===== src/rtl/operand2_fetch.sv =====
// Operand-fetch stage ahead of the barrel shifter: reads Rn/Rm/Rs over one synchronous RF port.
// Optional feature macro PC_BYPASS_EN: R15 operands are taken from in_Pc instead of the register file.

module operand2_fetch #(
  parameter int WORD_WIDTH     = 32,
  parameter int REG_ADDR_WIDTH = 4
) (
  input  logic                      in_Clk,
  input  logic                      in_Rst_n,
  input  logic                      in_Valid,
  output logic                      out_Ready,
  input  logic [31:0]               in_Instr,
  input  logic                      in_Flush,
  output logic                      out_Rf_ren,
  output logic [REG_ADDR_WIDTH-1:0] out_Rf_addr,
  input  logic [WORD_WIDTH-1:0]     in_Rf_data,
  input  logic [WORD_WIDTH-1:0]     in_Pc,
  output logic                      out_Valid,
  input  logic                      in_Ready,
  output logic                      out_Immop,
  output logic [1:0]                out_Shift_type,
  output logic [7:0]                out_Shift_amt,
  output logic                      out_Shift_by_reg,
  output logic [WORD_WIDTH-1:0]     out_Val,
  output logic [WORD_WIDTH-1:0]     out_Rn_val,
  output logic [3:0]                out_Opcode,
  output logic                      out_S,
  output logic [REG_ADDR_WIDTH-1:0] out_Rd
);

  typedef enum logic [1:0] {
    ST_IDLE  = 2'd0,
    ST_FETCH = 2'd1,
    ST_OUT   = 2'd2
  } state_t;

  localparam logic [1:0] ROLE_RN = 2'd0;
  localparam logic [1:0] ROLE_RM = 2'd1;
  localparam logic [1:0] ROLE_RS = 2'd2;

  function automatic logic is_pc_bypass(input logic [3:0] addr);
`ifdef PC_BYPASS_EN
    return (addr == 4'hF);
`else
    return (addr == 4'hF) && 1'b0;
`endif
  endfunction

  state_t                    r_state;
  state_t                    w_next_state;
  logic [31:0]               r_instr;
  logic [REG_ADDR_WIDTH-1:0] r_list_addr [3];
  logic [REG_ADDR_WIDTH-1:0] w_list_addr [3];
  logic [1:0]                r_list_role [3];
  logic [1:0]                w_list_role [3];
  logic [1:0]                r_n;
  logic [1:0]                w_n;
  logic [1:0]                r_issue_cnt;
  logic [1:0]                r_cap_cnt;
  logic                      r_ren_d;
  logic [WORD_WIDTH-1:0]     r_rn;
  logic [WORD_WIDTH-1:0]     r_rm;
  logic [7:0]                r_rs;
  logic [WORD_WIDTH-1:0]     w_rn_init;
  logic [WORD_WIDTH-1:0]     w_rm_init;
  logic [7:0]                w_rs_init;
  logic [WORD_WIDTH-1:0]     w_rn_fin;
  logic [WORD_WIDTH-1:0]     w_rm_fin;
  logic [7:0]                w_rs_fin;
  logic                      w_use_rn;
  logic                      w_use_rm;
  logic                      w_use_rs;
  logic                      w_cap;
  logic [1:0]                w_cap_role;
  logic                      w_all_cap;
  logic [WORD_WIDTH-1:0]     w_fmt_val;
  logic [1:0]                w_fmt_type;
  logic [7:0]                w_fmt_amt;
  logic                      w_fmt_by_reg;

  logic                      r_rf_ren;
  logic [REG_ADDR_WIDTH-1:0] r_rf_addr;
  logic                      r_valid;
  logic                      r_immop;
  logic [1:0]                r_shift_type;
  logic [7:0]                r_shift_amt;
  logic                      r_shift_by_reg;
  logic [WORD_WIDTH-1:0]     r_val;
  logic [WORD_WIDTH-1:0]     r_rn_val;
  logic [3:0]                r_opcode;
  logic                      r_s;
  logic [REG_ADDR_WIDTH-1:0] r_rd;

  logic                      w_unused_bits;
  assign w_unused_bits = ^{r_instr[31:26], r_instr[19:16], r_instr[3:0]};

  // Ordered read list built from the incoming instruction (used on accept)
  always_comb begin
    w_list_addr = '{default: '0};
    w_list_role = '{default: ROLE_RN};
    w_n         = 2'd0;
    w_rn_init   = '0;
    w_rm_init   = '0;
    w_rs_init   = 8'd0;
    w_use_rn    = (in_Instr[24:21] != 4'b1101) && (in_Instr[24:21] != 4'b1111);
    w_use_rm    = ~in_Instr[25];
    w_use_rs    = ~in_Instr[25] & in_Instr[4];
    if (w_use_rn && is_pc_bypass(in_Instr[19:16])) begin
      w_rn_init = in_Pc;
    end else if (w_use_rn) begin
      w_list_addr[w_n] = REG_ADDR_WIDTH'(in_Instr[19:16]);
      w_list_role[w_n] = ROLE_RN;
      w_n              = w_n + 2'd1;
    end else begin
      w_rn_init = '0;
    end
    if (w_use_rm && is_pc_bypass(in_Instr[3:0])) begin
      w_rm_init = in_Pc;
    end else if (w_use_rm) begin
      w_list_addr[w_n] = REG_ADDR_WIDTH'(in_Instr[3:0]);
      w_list_role[w_n] = ROLE_RM;
      w_n              = w_n + 2'd1;
    end else begin
      w_rm_init = '0;
    end
    if (w_use_rs && is_pc_bypass(in_Instr[11:8])) begin
      w_rs_init = in_Pc[7:0];
    end else if (w_use_rs) begin
      w_list_addr[w_n] = REG_ADDR_WIDTH'(in_Instr[11:8]);
      w_list_role[w_n] = ROLE_RS;
      w_n              = w_n + 2'd1;
    end else begin
      w_rs_init = 8'd0;
    end
  end

  // Read-data capture; the final operand set overlays data arriving this cycle
  always_comb begin
    w_cap      = (r_state == ST_FETCH) && r_ren_d;
    w_cap_role = r_list_role[r_cap_cnt];
    w_rn_fin   = r_rn;
    w_rm_fin   = r_rm;
    w_rs_fin   = r_rs;
    if (w_cap) begin
      case (w_cap_role)
        ROLE_RN: w_rn_fin = in_Rf_data;
        ROLE_RM: w_rm_fin = in_Rf_data;
        ROLE_RS: w_rs_fin = in_Rf_data[7:0];
        default: w_rn_fin = r_rn;
      endcase
    end else begin
      w_rn_fin = r_rn;
    end
    w_all_cap = (r_state == ST_FETCH) && ((r_cap_cnt + {1'b0, w_cap}) == r_n);
  end

  // Shifter operand formation from the latched instruction
  always_comb begin
    w_fmt_val    = w_rm_fin;
    w_fmt_type   = r_instr[6:5];
    w_fmt_amt    = {3'b000, r_instr[11:7]};
    w_fmt_by_reg = 1'b0;
    if (r_instr[25]) begin
      w_fmt_val    = WORD_WIDTH'(r_instr[7:0]);
      w_fmt_type   = 2'b11;
      w_fmt_amt    = {3'b000, r_instr[11:8], 1'b0};
      w_fmt_by_reg = 1'b0;
    end else if (r_instr[4]) begin
      w_fmt_amt    = w_rs_fin;
      w_fmt_by_reg = 1'b1;
    end else begin
      w_fmt_by_reg = 1'b0;
    end
  end

  // Next-state logic; flush overrides accept and handshake
  always_comb begin
    w_next_state = r_state;
    if (in_Flush) begin
      w_next_state = ST_IDLE;
    end else begin
      case (r_state)
        ST_IDLE:  w_next_state = in_Valid  ? ST_FETCH : ST_IDLE;
        ST_FETCH: w_next_state = w_all_cap ? ST_OUT   : ST_FETCH;
        ST_OUT:   w_next_state = in_Ready  ? ST_IDLE  : ST_OUT;
        default:  w_next_state = ST_IDLE;
      endcase
    end
  end

  // State register
  always_ff @(posedge in_Clk or negedge in_Rst_n) begin
    if (!in_Rst_n) begin
      r_state <= ST_IDLE;
    end else begin
      r_state <= w_next_state;
    end
  end

  // Read sequencing, operand capture and registered outputs
  always_ff @(posedge in_Clk or negedge in_Rst_n) begin
    if (!in_Rst_n) begin
      r_instr        <= 32'd0;
      r_list_addr    <= '{default: '0};
      r_list_role    <= '{default: ROLE_RN};
      r_n            <= 2'd0;
      r_issue_cnt    <= 2'd0;
      r_cap_cnt      <= 2'd0;
      r_ren_d        <= 1'b0;
      r_rn           <= '0;
      r_rm           <= '0;
      r_rs           <= 8'd0;
      r_rf_ren       <= 1'b0;
      r_rf_addr      <= '0;
      r_valid        <= 1'b0;
      r_immop        <= 1'b0;
      r_shift_type   <= 2'd0;
      r_shift_amt    <= 8'd0;
      r_shift_by_reg <= 1'b0;
      r_val          <= '0;
      r_rn_val       <= '0;
      r_opcode       <= 4'd0;
      r_s            <= 1'b0;
      r_rd           <= '0;
    end else if (in_Flush) begin
      r_rf_ren <= 1'b0;
      r_ren_d  <= 1'b0;
      r_valid  <= 1'b0;
    end else begin
      case (r_state)
        ST_IDLE: begin
          r_ren_d <= 1'b0;
          if (in_Valid) begin
            r_instr     <= in_Instr;
            r_list_addr <= w_list_addr;
            r_list_role <= w_list_role;
            r_n         <= w_n;
            r_cap_cnt   <= 2'd0;
            r_rn        <= w_rn_init;
            r_rm        <= w_rm_init;
            r_rs        <= w_rs_init;
            r_rf_ren    <= (w_n != 2'd0);
            r_issue_cnt <= (w_n != 2'd0) ? 2'd1 : 2'd0;
            if (w_n != 2'd0) begin
              r_rf_addr <= w_list_addr[0];
            end
          end
        end
        ST_FETCH: begin
          r_ren_d <= r_rf_ren;
          if (r_issue_cnt != r_n) begin
            r_rf_ren    <= 1'b1;
            r_rf_addr   <= r_list_addr[r_issue_cnt];
            r_issue_cnt <= r_issue_cnt + 2'd1;
          end else begin
            r_rf_ren <= 1'b0;
          end
          if (w_cap) begin
            r_rn      <= w_rn_fin;
            r_rm      <= w_rm_fin;
            r_rs      <= w_rs_fin;
            r_cap_cnt <= r_cap_cnt + 2'd1;
          end
          if (w_all_cap) begin
            r_valid        <= 1'b1;
            r_immop        <= r_instr[25];
            r_shift_type   <= w_fmt_type;
            r_shift_amt    <= w_fmt_amt;
            r_shift_by_reg <= w_fmt_by_reg;
            r_val          <= w_fmt_val;
            r_rn_val       <= w_rn_fin;
            r_opcode       <= r_instr[24:21];
            r_s            <= r_instr[20];
            r_rd           <= REG_ADDR_WIDTH'(r_instr[15:12]);
          end
        end
        ST_OUT: begin
          r_ren_d <= 1'b0;
          if (in_Ready) begin
            r_valid <= 1'b0;
          end
        end
        default: begin
          r_rf_ren <= 1'b0;
          r_ren_d  <= 1'b0;
          r_valid  <= 1'b0;
        end
      endcase
    end
  end

  assign out_Ready        = (r_state == ST_IDLE);
  assign out_Rf_ren       = r_rf_ren;
  assign out_Rf_addr      = r_rf_addr;
  assign out_Valid        = r_valid;
  assign out_Immop        = r_immop;
  assign out_Shift_type   = r_shift_type;
  assign out_Shift_amt    = r_shift_amt;
  assign out_Shift_by_reg = r_shift_by_reg;
  assign out_Val          = r_val;
  assign out_Rn_val       = r_rn_val;
  assign out_Opcode       = r_opcode;
  assign out_S            = r_s;
  assign out_Rd           = r_rd;

endmodule


===== config.mk =====
export PLATFORM = sky130hd
export DESIGN_NAME = operand2_fetch
export DESIGN_NICKNAME = d
export VERILOG_FILES = /design/src/rtl/operand2_fetch.sv
export SDC_FILE = /design/constraint.sdc
export NUM_CORES = 1
export LEC_CHECK = 0
export ABC_AREA = 1
export CORE_ASPECT_RATIO = 1.5
export CORE_MARGIN = 3
export CORE_UTILIZATION = 30
export DETAILED_ROUTE_END_ITERATION = 16
export GPL_ROUTABILITY_DRIVEN = 0
export SYNTH_ARGS = -nofsm -noshare
export SYNTH_HDL_FRONTEND = slang
export SYNTH_SLANG_ARGS = --single-unit

===== constraint.sdc =====
create_clock -name in_Clk -period 2.3 [get_ports in_Clk]
set_input_delay 0.23 -clock in_Clk [delete_from_list [all_inputs] [get_ports in_Clk]]
set_output_delay 0.23 -clock in_Clk [all_outputs]
set_load 0.05 [all_outputs]

==> results.sh <==
export IMPL_area_growth_pct=31.1
export IMPL_finalCriticalPeriod_ps=2130
export IMPL_ys_seq_area_frac=0.549
export IMPL_fin_tns_setup_ps=0
export IMPL_grt_usage=0.158
export IMPL_max_cap_violations=0
export IMPL_root_buffer="clkbuf_16"
export IMPL_fin_util=0.403
export IMPL_fin_ws_ps=173
export IMPL_drv_slew=0
export IMPL_final_common_cell="nand2_1"
export IMPL_cts_tree="built"
export IMPL_row_count=79
export IMPL_n_antenna_cell=0
export IMPL_clock_sinks=211
export IMPL_fillers=3175
export IMPL_synth_top_area_share=0.549
export IMPL_syn_inst=1223
export IMPL_dr_first_iter_drc_count=338
export IMPL_cts_buffers=24
export IMPL_hold_path_class="in -> async"
export IMPL_drive_above_1_share=0.0660
export IMPL_finalCritPeriodShare=0.925
export IMPL_worst_clock_skew_ps=12.1
export IMPL_cp_required_ps=2070
export IMPL_clkLatencyLatePin_ps=520
export IMPL_grt_first_pass_wirelength_mm=44.1
export IMPL_hpwl_mm=18.8
export IMPL_dpl_worst_slack_ps=2.20
export IMPL_drc=0
export IMPL_final_antenna_net_count=0
export IMPL_nets=1482
export IMPL_h_tree_depth=1
export IMPL_status="complete, no violations"
export IMPL_rsz0062_at_grt="no"
export IMPL_setup_viol_count_final=0
export IMPL_antenna_found_initial=0
export IMPL_grt_max_degree=64
export IMPL_crit_fanout=5
export IMPL_max_freq_mhz=470
export IMPL_detail_route_wl_per_cell_um=15.4
export IMPL_ys_top_cells_by_area="dfrtp_1 55%, nand2_1 19%, nand3_1 6.5%"
export IMPL_grt_ovfl_total=0
export IMPL_dieArea_sq_um=34300
export IMPL_wirelength_mm=27.6
export IMPL_vias=8330
export IMPL_crit_path_start_kind="flip-flop"
export IMPL_die_width_um=152
export IMPL_yosysTopAreaCell="dfrtp_1"
export IMPL_grt_pass1_vias=8432
export IMPL_ys_ff_latch=211
export IMPL_setup_worst_path_class="reg -> out"
export IMPL_max_clock_path_buffers=3
export IMPL_cp_end_kind="output pin"
export IMPL_leakagePower_nw=6.32
export IMPL_clk_transition_reported_paths_ps=60
export IMPL_io_buffers=154
export IMPL_firstDrtPassIters=5
export IMPL_placed_cell_area_sq_um=11700
export IMPL_viasPerCell=4.63
export IMPL_boundaryPins=193
export IMPL_peakVddDrop_mv=0.599
export IMPL_cp_data_arrival_time_ps=1900
export IMPL_maxSlewHeadroom=0.431
export IMPL_die_h_um=225
export IMPL_hold_viol_final=0
export IMPL_multi_input_area_sq_um=3610
export IMPL_finalInstanceArea_sq_um=12600
export IMPL_worstMarginPinSlew_ps=853
export IMPL_yosysWarnings=0
export IMPL_regArea_sq_um=5280
export IMPL_netlist_area_sq_um=9620
export IMPL_power_density_nw_per_um2=1060
export IMPL_syn_area_per_cell_sq_um=7.87
export IMPL_power_mw=13.3
export IMPL_syn_num_nets=1328
export IMPL_core_area_sq_um=31300
export IMPL_start_util=0.307
export IMPL_most_common_layout_cells="493 x nand2_1, 211 x dfrtp_1, 152 x clkdlybuf4s50_1, 129 x inv_1, 124 x nand3_1"
export IMPL_synth_distinct_cells=32
[synth_stat cells]
cell and number:
nand3_1 124, a21oi_1 11, nor3_1 1, o211ai_1 1, clkbuf_1 22, or2_2 1, nand2_1 493, o21ai_1 59
inv_1 129, nor2_2 5, nor3b_1 1, nand2_2 3, nand4_2 1, o21a_1 1, a21oi_2 1, buf_1 3
dfrtp_1 211, buf_6 3, ha_1 4, o21ai_0 66, nand3_2 1, xnor2_1 2, o21ai_2 1, buf_4 2
nor2_1 33, nand4_1 2, nor2_4 2, inv_2 6, buf_2 24, nand2_4 1, a31oi_1 5, o22ai_1 4
[path summary, 6_finish.rpt]
check                           slack [ps]                 to          from  depth (start not counted)
min in group in_Clk                    260        r_instr[22]  in_Instr[22]                          3
worst min register to register         470      out_Opcode[0]   r_instr[21]                          2
max in group asynchronous             1300         out_Val[3]      in_Rst_n                          3
worst min-delay path                   240           r_rn[14]      in_Rst_n                          2
worst max register to register         240  out_Shift_type[1]    r_state[1]                         12
worst max-delay path                   170          out_Ready    r_state[1]                          3
[layer usage]
metal / GRT usage / up-vias / share of wire
met5: 0 / - / 0
met4: 0.0525 / 0 / 0.026
met3: 0.0286 / 44 / 0.051
met2: 0.291 / 193 / 0.51
met1: 0.184 / 3951 / 0.41
li1: - / 4142 / -
[through the flow]
| step | instances | hold WS (ps) |
|---|---|---|
| 6_report | 1798 | 241 |
| 5_1_grt | 1798 | 254 |
| 4_1_cts | 1798 | 238 |
| 3_5_place_dp | 1755 | 222 |
| 3_3_place_gp | 1755 | 220 |
| 2_1_floorplan | 1223 | -65.6 |
[cell families after synthesis]
family,synth area share
compound gates,0.0800
xor+xnor,0.00182
fa+ha+maj,0.00520
buf+inv,0.0800
flops,0.549
simple gates,0.284
[critical path, cell delays in order (launching register included)]
cell           delay [ps]
dfrtp_1               380
buf_4                 160
nor2_2                270
dlygate4sd2_1         570
[repair_timing]
action	CTS	global route
endpoints found under the hold margin	59	0
endpoints found under the setup margin	2	0
gates resized for setup	2	0
setup buffers	0	0
hold buffers	1	0
[where the power goes]
part | internal (mW) | leakage, nW | switching (mW)
Clock | 2.59 | 0.422 | 1.55
Sequential | 4.40 | 2.84 | 0.445
Combinational | 1.35 | 3.05 | 3.00
Total | 8.34 | 6.32 | 5.00
[cell type report]
class | count | share of cell area
clock buffer | 33 | 0.0560
clock inverter | 9 | 0.0122
multi-input combinational | 823 | 0.287
tap | 405 | 0.0402
sequential | 211 | 0.419
timing repair buffer | 182 | 0.146
inverter | 135 | 0.0402
(Power assumes the default switching activity.)
==> variant: new RTL, same settings <==
The option `PC_BYPASS_EN` is turned on by a define.
--- a/src/rtl/operand2_fetch.sv
+++ b/src/rtl/operand2_fetch.sv
@@ -1,5 +1,7 @@
 // Operand-fetch stage ahead of the barrel shifter: reads Rn/Rm/Rs over one synchronous RF port.
 // Optional feature macro PC_BYPASS_EN: R15 operands are taken from in_Pc instead of the register file.
+
+`define PC_BYPASS_EN
 
 module operand2_fetch #(
   parameter int WORD_WIDTH     = 32,
Formal check against the unedited RTL: not equivalent (Yosys sat finds a counterexample within 4 cycles, from zero or initial values and one cycle with in_Rst_n low).
==> variant against the unedited design <==
Synthesized area is 14% higher. Worst setup slack improved by 19 ps. Power is 22% higher. Sequential share of layout area fell by 5.6 points. Final area increased by 15%. Utilization rose by 0.20 points. Sequential cell count unchanged. Routed wire length increased by 25%.
==> variant: results (changes against the unedited design) <==
Path depth of the worst reg2reg path -> 11 (was 12)
Maximum number of pins on one net before global-route repair -> 66 (was 64)
Worst setup skew after layout -> 22.6 ps (was 12.1 ps)
Hold WS -> 249 ps (was 241 ps)
Outcome -> finished clean (unchanged)
Share of cells above drive strength 1 -> 9.80% (was 6.60%)
Top cells by instance count after synthesis -> 550 x sky130_fd_sc_hd__nand2_1, 211 x sky130_fd_sc_hd__dfrtp_1, 193 x sky130_fd_sc_hd__nand3_1, 147 x sky130_fd_sc_hd__inv_1, 49 x sky130_fd_sc_hd__nor3_1 (was 493 x sky130_fd_sc_hd__nand2_1, 211 x sky130_fd_sc_hd__dfrtp_1, 129 x sky130_fd_sc_hd__inv_1, 124 x sky130_fd_sc_hd__nand3_1, 66 x sky130_fd_sc_hd__o21ai_0)
Post_cts resized -> 0 (was 2)
Peak supply drop -> 0.554 mV (was 0.599 mV)
WP data arrival -> 2510 ps (was 1900 ps)
Cell leakage power -> 7.52 nW (was 6.32 nW)
Critical path fanouts, max -> 4 (was 5)
Number of DRC violations after detailed-routing iteration 0 -> 589 (was 338)
HPWL after detailed placement -> 24300 µm (was 18800 µm)
Via count of the first global-routing pass -> 10260 (was 8432)
Placed cell areas -> 13700 µm² (was 11700 µm²)
Cell types with the largest area share after synthesis -> sky130_fd_sc_hd__dfrtp_1 48%, sky130_fd_sc_hd__nand2_1 19%, sky130_fd_sc_hd__nand3_1 8.8% (was sky130_fd_sc_hd__dfrtp_1 55%, sky130_fd_sc_hd__nand2_1 19%, sky130_fd_sc_hd__nand3_1 6.5%)
Share of the clock period used by the worst path after layout -> 91.7% (was 92.5%)
Total number of vias -> 10250 (was 8330)
Global-route total usage across every layer -> 17.3% (was 15.8%)
Share of synthesized registers carrying an async set or reset -> 100% (unchanged)
# port buffers -> 186 (was 154)
Total internal power -> 9.42 mW (was 8.34 mW)
Total wire length -> 34400 µm (was 27600 µm)
Net count reported at finish -> 1765 (was 1482)
Count of cell types in the netlist -> 38 (was 32)
Pwr Density -> 1120 nW/µm² (was 1060 nW/µm²)
Net Count, Synth -> 1560 (was 1328)
Power in combinational cells -> 6.84 mW (was 4.35 mW)
Wire length of the first global-routing pass -> 54100 µm (was 44100 µm)
Sequential Power Share -> 33.8% (was 36.3%)
-- variant: cell types whose count changed in the layout (fill, tap and decap cells not counted), sizes merged, moves of 4 or more --
cell           unedited run  this run
mux2i                     0        26
a31oi                     5         1
clkbuf                   33        29
inv                     136       159
nand3                   125       193
buf                      28        71
nand2                   497       553
clkdlybuf4s50           152       184
nor2                     40        51
o211ai                    1         5
o21ai                   126        84
nor3                      1        49
-- variant: routing by layer --
metal  share of wire [%]  track usage (%)  vias to the layer above
met4                 5.1             8.90                        0
met5                   0                0                        -
met2                  52             31.9                      260
met1                  39             19.5                     4875
met3                 3.8             1.85                       91
li1                    -                -                     5024
-- variant: final cells by class --
type / count / area [µm²]
clock buffer: 27 / 611
clock inverter: 13 / 179
fill: 3764 / 21400
inverter: 156 / 591
multi-input combinational: 1008 / 4700
sequential: 211 / 5280
tap: 478 / 598
timing repair buffer: 258 / 2580
-- variant: worst max-delay path, cell delays in order --
cell and delay (ps):
sky130_fd_sc_hd__clkdlybuf4s50_1 480, sky130_fd_sc_hd__nand3_1 80, sky130_fd_sc_hd__buf_4 160, sky130_fd_sc_hd__inv_1 60, sky130_fd_sc_hd__nor2_1 50, sky130_fd_sc_hd__ha_1 310, sky130_fd_sc_hd__o21ai_2 70, sky130_fd_sc_hd__nand2_1 90
sky130_fd_sc_hd__inv_1 60, sky130_fd_sc_hd__ha_1 260, sky130_fd_sc_hd__inv_1 50, sky130_fd_sc_hd__nand2_1 60, sky130_fd_sc_hd__o21ai_2 100, sky130_fd_sc_hd__nand3_1 130, sky130_fd_sc_hd__buf_4 170, sky130_fd_sc_hd__nand3_1 80
sky130_fd_sc_hd__nand2_1 50
-- variant: path summary, 6_finish.rpt --
| kind | endpoint | start |
|---|---|---|
| setup reg to reg | out_Shift_amt[1] | r_state[0] |
| hold / removal | r_instr[13] | in_Instr[13] |
| max in group asynchronous | r_instr[6] | in_Rst_n |
| min in group asynchronous | out_Val[20] | in_Rst_n |
| hold reg to reg | out_Rd[2] | out_Rd[2] |
| setup / recovery | out_Rf_addr[2] | in_Instr[23] |
-- variant: through the flow --
| step | cells | TNS (ps) |
|---|---|---|
| after detailed placement | 2107 | -5490 |
| after global routing | 2151 | -39.7 |
| after CTS | 2148 | 0 |
| final | 2151 | 0 |
| after global placement | 2107 | -4200 |
| after floorplan | 1453 | 0 |
-- variant: kinds of logic (layout without fill, tap and decap cells) --
group / Yosys count / count (layout) / share of synthesized area, %
XOR/XNOR: 5 / 5 / 0.401
multiplexers: 26 / 26 / 2.38
buffers and inverters: 234 / 454 / 9.11
AND/OR/NAND/NOR: 856 / 856 / 32.7
AO/OA/AOI/OAI: 115 / 115 / 6.41
flip-flops: 211 / 211 / 48.3
adder cells (fa/ha/maj): 6 / 6 / 0.687
